$ cat src/rtl/fft_out_serializer.sv
// rtl/fft_out_serializer.sv - captures a 16-bin FFT frame and streams it out one bin per beat
// Two-state serializer with registered frame buffer, sticky overrun and per-bin magnitude.
module fft_out_serializer #(
  parameter int DW = 16
) (
  input  logic            CLK,
  input  logic            RST,
  input  logic            load,
  input  logic [2*DW-1:0] Y_0,
  input  logic [2*DW-1:0] Y_1,
  input  logic [2*DW-1:0] Y_2,
  input  logic [2*DW-1:0] Y_3,
  input  logic [2*DW-1:0] Y_4,
  input  logic [2*DW-1:0] Y_5,
  input  logic [2*DW-1:0] Y_6,
  input  logic [2*DW-1:0] Y_7,
  input  logic [2*DW-1:0] Y_8,
  input  logic [2*DW-1:0] Y_9,
  input  logic [2*DW-1:0] Y_10,
  input  logic [2*DW-1:0] Y_11,
  input  logic [2*DW-1:0] Y_12,
  input  logic [2*DW-1:0] Y_13,
  input  logic [2*DW-1:0] Y_14,
  input  logic [2*DW-1:0] Y_15,
  input  logic            out_ready,
  output logic            out_valid,
  output logic [DW-1:0]   out_re,
  output logic [DW-1:0]   out_im,
  output logic [2*DW-1:0] out_mag,
  output logic [3:0]      out_idx,
  output logic            out_last,
  output logic            busy,
  output logic            overrun
);

  typedef enum logic {IDLE, STREAM} state_t;

  state_t          state_q, state_d;
  logic [3:0]      idx_q;
  logic [2*DW-1:0] buf_q [16];
  logic [2*DW-1:0] y_in  [16];
  logic            xfer, capture, drop;

  assign y_in[0]  = Y_0;
  assign y_in[1]  = Y_1;
  assign y_in[2]  = Y_2;
  assign y_in[3]  = Y_3;
  assign y_in[4]  = Y_4;
  assign y_in[5]  = Y_5;
  assign y_in[6]  = Y_6;
  assign y_in[7]  = Y_7;
  assign y_in[8]  = Y_8;
  assign y_in[9]  = Y_9;
  assign y_in[10] = Y_10;
  assign y_in[11] = Y_11;
  assign y_in[12] = Y_12;
  assign y_in[13] = Y_13;
  assign y_in[14] = Y_14;
  assign y_in[15] = Y_15;

  assign xfer = (state_q == STREAM) && out_ready;

  // A load coinciding with the final transfer chains the next frame with no bubble.
  always_comb begin
    state_d = state_q;
    capture = 1'b0;
    drop    = 1'b0;
    case (state_q)
      IDLE: begin
        if (load) begin
          capture = 1'b1;
          state_d = STREAM;
        end
      end
      STREAM: begin
        if (xfer && (idx_q == 4'd15)) begin
          if (load) capture = 1'b1;
          else      state_d = IDLE;
        end else if (load) begin
          drop = 1'b1;
        end
      end
      default: state_d = IDLE;
    endcase
  end

  always_ff @(posedge CLK or negedge RST) begin
    if (!RST) begin
      state_q <= IDLE;
      idx_q   <= 4'd0;
      overrun <= 1'b0;
      for (int i = 0; i < 16; i++) buf_q[i] <= '0;
    end else begin
      state_q <= state_d;
      if (drop) overrun <= 1'b1;
      if (capture) begin
        idx_q <= 4'd0;
        for (int i = 0; i < 16; i++) buf_q[i] <= y_in[i];
      end else if (xfer) begin
        idx_q <= idx_q + 4'd1;
      end
    end
  end

  logic [2*DW-1:0]        cur;
  logic signed [2*DW-1:0] re_x, im_x;
  logic [2*DW-1:0]        re_sq, im_sq;

  assign cur    = buf_q[idx_q];
  assign out_re = cur[2*DW-1:DW];
  assign out_im = cur[DW-1:0];
  // Squares of sign-extended components are non-negative and at most 2^30 each.
  assign re_x   = {{DW{out_re[DW-1]}}, out_re};
  assign im_x   = {{DW{out_im[DW-1]}}, out_im};
  assign re_sq  = re_x * re_x;
  assign im_sq  = im_x * im_x;
  assign out_mag = re_sq + im_sq;

  assign out_idx   = idx_q;
  assign out_valid = (state_q == STREAM);
  assign busy      = out_valid;
  assign out_last  = out_valid && (idx_q == 4'd15);

endmodule

$ cat config.mk
export PLATFORM = sky130hd
export DESIGN_NAME = fft_out_serializer
export DESIGN_NICKNAME = d
export VERILOG_FILES = /design/src/rtl/fft_out_serializer.sv
export SDC_FILE = /design/constraint.sdc
export NUM_CORES = 2
export LEC_CHECK = 0
export BUFFER_PORTS_ARGS = -buffer_cell sky130_fd_sc_hd__buf_2
export CORE_MARGIN = 4
export CORE_UTILIZATION = 45
export DETAILED_ROUTE_END_ITERATION = 7
export GPL_TIMING_DRIVEN = 0
export PLACE_DENSITY = 0.65
export RECOVER_POWER = 50
export SYNTH_ARGS = -nofsm -noshare
export SYNTH_HDL_FRONTEND = slang
export SYNTH_SLANG_ARGS = --single-unit
$ cat constraint.sdc
create_clock -name CLK -period 13.5 [get_ports CLK]
set_input_delay 2.7 -clock CLK [delete_from_list [all_inputs] [get_ports CLK]]
set_output_delay 2.7 -clock CLK [all_outputs]
set_load 0.01 [all_outputs]
==> results.yml <==
synth:
  syn_nets: 4383
  synthAdderAreaFrac: 0.303
  synth_mux_area_frac: 0.232
  synth_compound_area_frac: 0.0153
  synth-edff-count: 0
  synth_area_leader_cell: "dfrtp_1"
  yosysWarnings: 0
  ys_top_cells_by_area: "dfrtp_1, fa_1, mux2_2"
  yosys.area_share.simple: 0.0367
  synth_top_family_by_area: "adder cells"
  synth.top_cell.area_share: 0.320
  syn-cell-area_um2: 40600
  synth_xor_area_frac: 0.0132
  ys_seq_elements: 518
  synth-main-ff-cell: "dfrtp_1"
  syn_area_per_cell_um2: 12.7
  synth.most_common_cell: "inv_1"
  synth_seq_area_share: 0.320
  post_synth_num_cell_types: 55
  async_flop_share: 1.00
  syn_inst: 3198
  synth_common_cells: "inv_1, mux2_2, fa_1"
setup_path:
  critical_path_required_ns: 10.80
  end_kind: "output pin"
  critical_path_buf_inv_count: 9
  critPathSlowestCell: "buf_2"
  cp-start-kind: "flop"
  path_max_fanout: 11
  crit_type: "flop to output pin"
  cp.arrival_ns: 10.52
  slowest_delay_ns: 0.64
  crit_family: "adder cells"
  crit_top_cell: "fa_1"
clock_tree:
  insertion_delay_ns: 0.65
  root_buffer: "clkbuf_16"
  cts_buffer_depth: 3
  clkSinkCount: 518
  cts_max_level: 2
  clkTransAtPathRegs_ns: 0.06
  postCtsHoldBufs: 0
  numCtsBuffers: 57
  cts_tree: "done"
global_routing:
  overflow: 0
  grt_max_degree: 116
  grt_pass1_vias: 29900
  antenna_found_initial: 79
  grt_pass1_wl_um: 203000
  grt_use_total: 0.298
drt:
  drt_iter0_markers: 1991
  vias_per_cell: 5.39
  routed_wl_um: 139000
  drc: 0
  wl_per_cell_um: 27.3
  dr.pass1.iters: 5
  vias: 27500
  postRouteAntennaNets: 0
min_path:
  hold_path_class: "flop to flop"
timing:
  max_slew_margin: -3.02
  finalCriticalPeriod_ns: 13.22
  setup_violations: 0
  period_share: 0.979
  finClkSkew_ns: 0.0436
  tightest_slew_ns: 6.02
  setup_tns_ns: 0
  slew_violations: 315
  fmax_ghz: 0.0756
  hold_violations: 0
  rsz0062_at_grt: "no"
floorplan:
  core_um2: 88900
  die_y_um: 308
  rows: 109
  dieArea_um2: 95000
  die_x_um: 308
  ios: 588
  initial_core_util: 0.456
placed_design:
  io_buffers: 587
  gp_congestion: 0.950
  place_area_um2: 45100
  dp_hpwl_um: 114000
cells_and_area:
  final_layout_size_suffix_gt1_frac: 0.388
  syn_to_final_growth_pct: 16.3
  stdcell_area_um2: 47200
  multi_input_area_um2: 24400
  fin_util: 0.530
  fillers: 7841
  seqCellArea_um2: 13000
  nNetsFinal: 5033
outcome:
  violations: "capacitance limit, slew limit"
  status: "finished, violations left"
run:
  drv_cap: 3
==> per-layer routing <==
metal	share of wire	GRT usage	vias to the layer above
li1	-	-	11600
met4	0.036	0.0984	52
met5	0.0024	0	-
met1	0.40	0.390	14500
met2	0.48	0.486	1097
met3	0.087	0.0796	290
==> stage by stage <==
| stage | hold WS [ns] | std cells | setup WS (ns) |
|---|---|---|---|
| finish | 0.478 | 5104 | 0.277 |
| global route | 0.490 | 5086 | 0.0112 |
| CTS | 0.474 | 5058 | 0.00692 |
| detailed placement | 0.460 | 4954 | 0.0621 |
| global placement | 0.449 | 4950 | -1.37 |
| floorplan | 0.475 | 3198 | 2.55 |
==> registers in the layout, indices dropped and copies added, names as in the netlist <==
| register | cells |
|---|---|
| buf_q | 512 |
| busy | 1 |
| out_idx | 4 |
| overrun | 1 |
==> layout by cell type (no fill, tap or decap), drive strengths merged, types with 4 or more instances in the layout <==
cell type / n
inv: 681
buf: 664
mux2: 527
fa: 523
dfrtp: 518
nand2: 174
mux4: 147
ha: 146
clkbuf: 144
nor2: 142
diode: 47
xnor2: 44
a21oi: 26
o21ai: 23
a21o: 14
mux2i: 14
xor2: 12
clkinv: 11
nor3: 10
nand3: 8
nand2b: 6
or2: 4
o211ai: 4
a31oi: 4
o21bai: 4
bufinv: 4
and2: 4
a211oi: 4
==> path summary, 6_finish.rpt <==
check	startpoint	endpoint	slack (ns)	cells past startpoint
min	overrun$_DFFE_PN0P_	overrun$_DFFE_PN0P_	0.48	1
max reg2reg	out_idx[1]$_DFFE_PN0P_	buf_q[394]$_DFFE_PN0P_	9.42	9
max	out_idx[1]$_DFFE_PN0P_	out_mag[29]	0.28	28
min in group asynchronous	RST	buf_q[20]$_DFFE_PN0P_	3.83	1
max in group asynchronous	RST	buf_q[292]$_DFFE_PN0P_	2.01	2
min reg2reg	overrun$_DFFE_PN0P_	overrun$_DFFE_PN0P_	0.48	1
==> logic make-up after synthesis <==
group,after synthesis
flip-flops,518
buffers and inverters,812
XOR/XNOR,58
AND/OR/NAND/NOR,363
AO/OA/AOI/OAI,90
adder cells (fa/ha/maj),669
multiplexers,688
==> layout make-up <==
type                       count  share of cell area
multi-input combinational   1868               0.518
sequential                   518               0.275
timing repair buffer         593              0.0638
inverter                     681              0.0544
clock buffer                  87              0.0352
tap                         1165              0.0309
buffer                       129              0.0155
clock inverter                16             0.00499
antenna                       47             0.00249
==> timing repair <==
| action | in CTS | in global routing |
|---|---|---|
| buffers inserted | 2 | 0 |
| cloned | 0 | 0 |
| gates resized for setup | 17 | 24 |
| endpoints found under the setup margin | 11 | 10 |
| pin swaps | 0 | 2 |
Power is not shown: default switching activity piles up to over one toggle a cycle in this logic, so the estimate is an artifact.
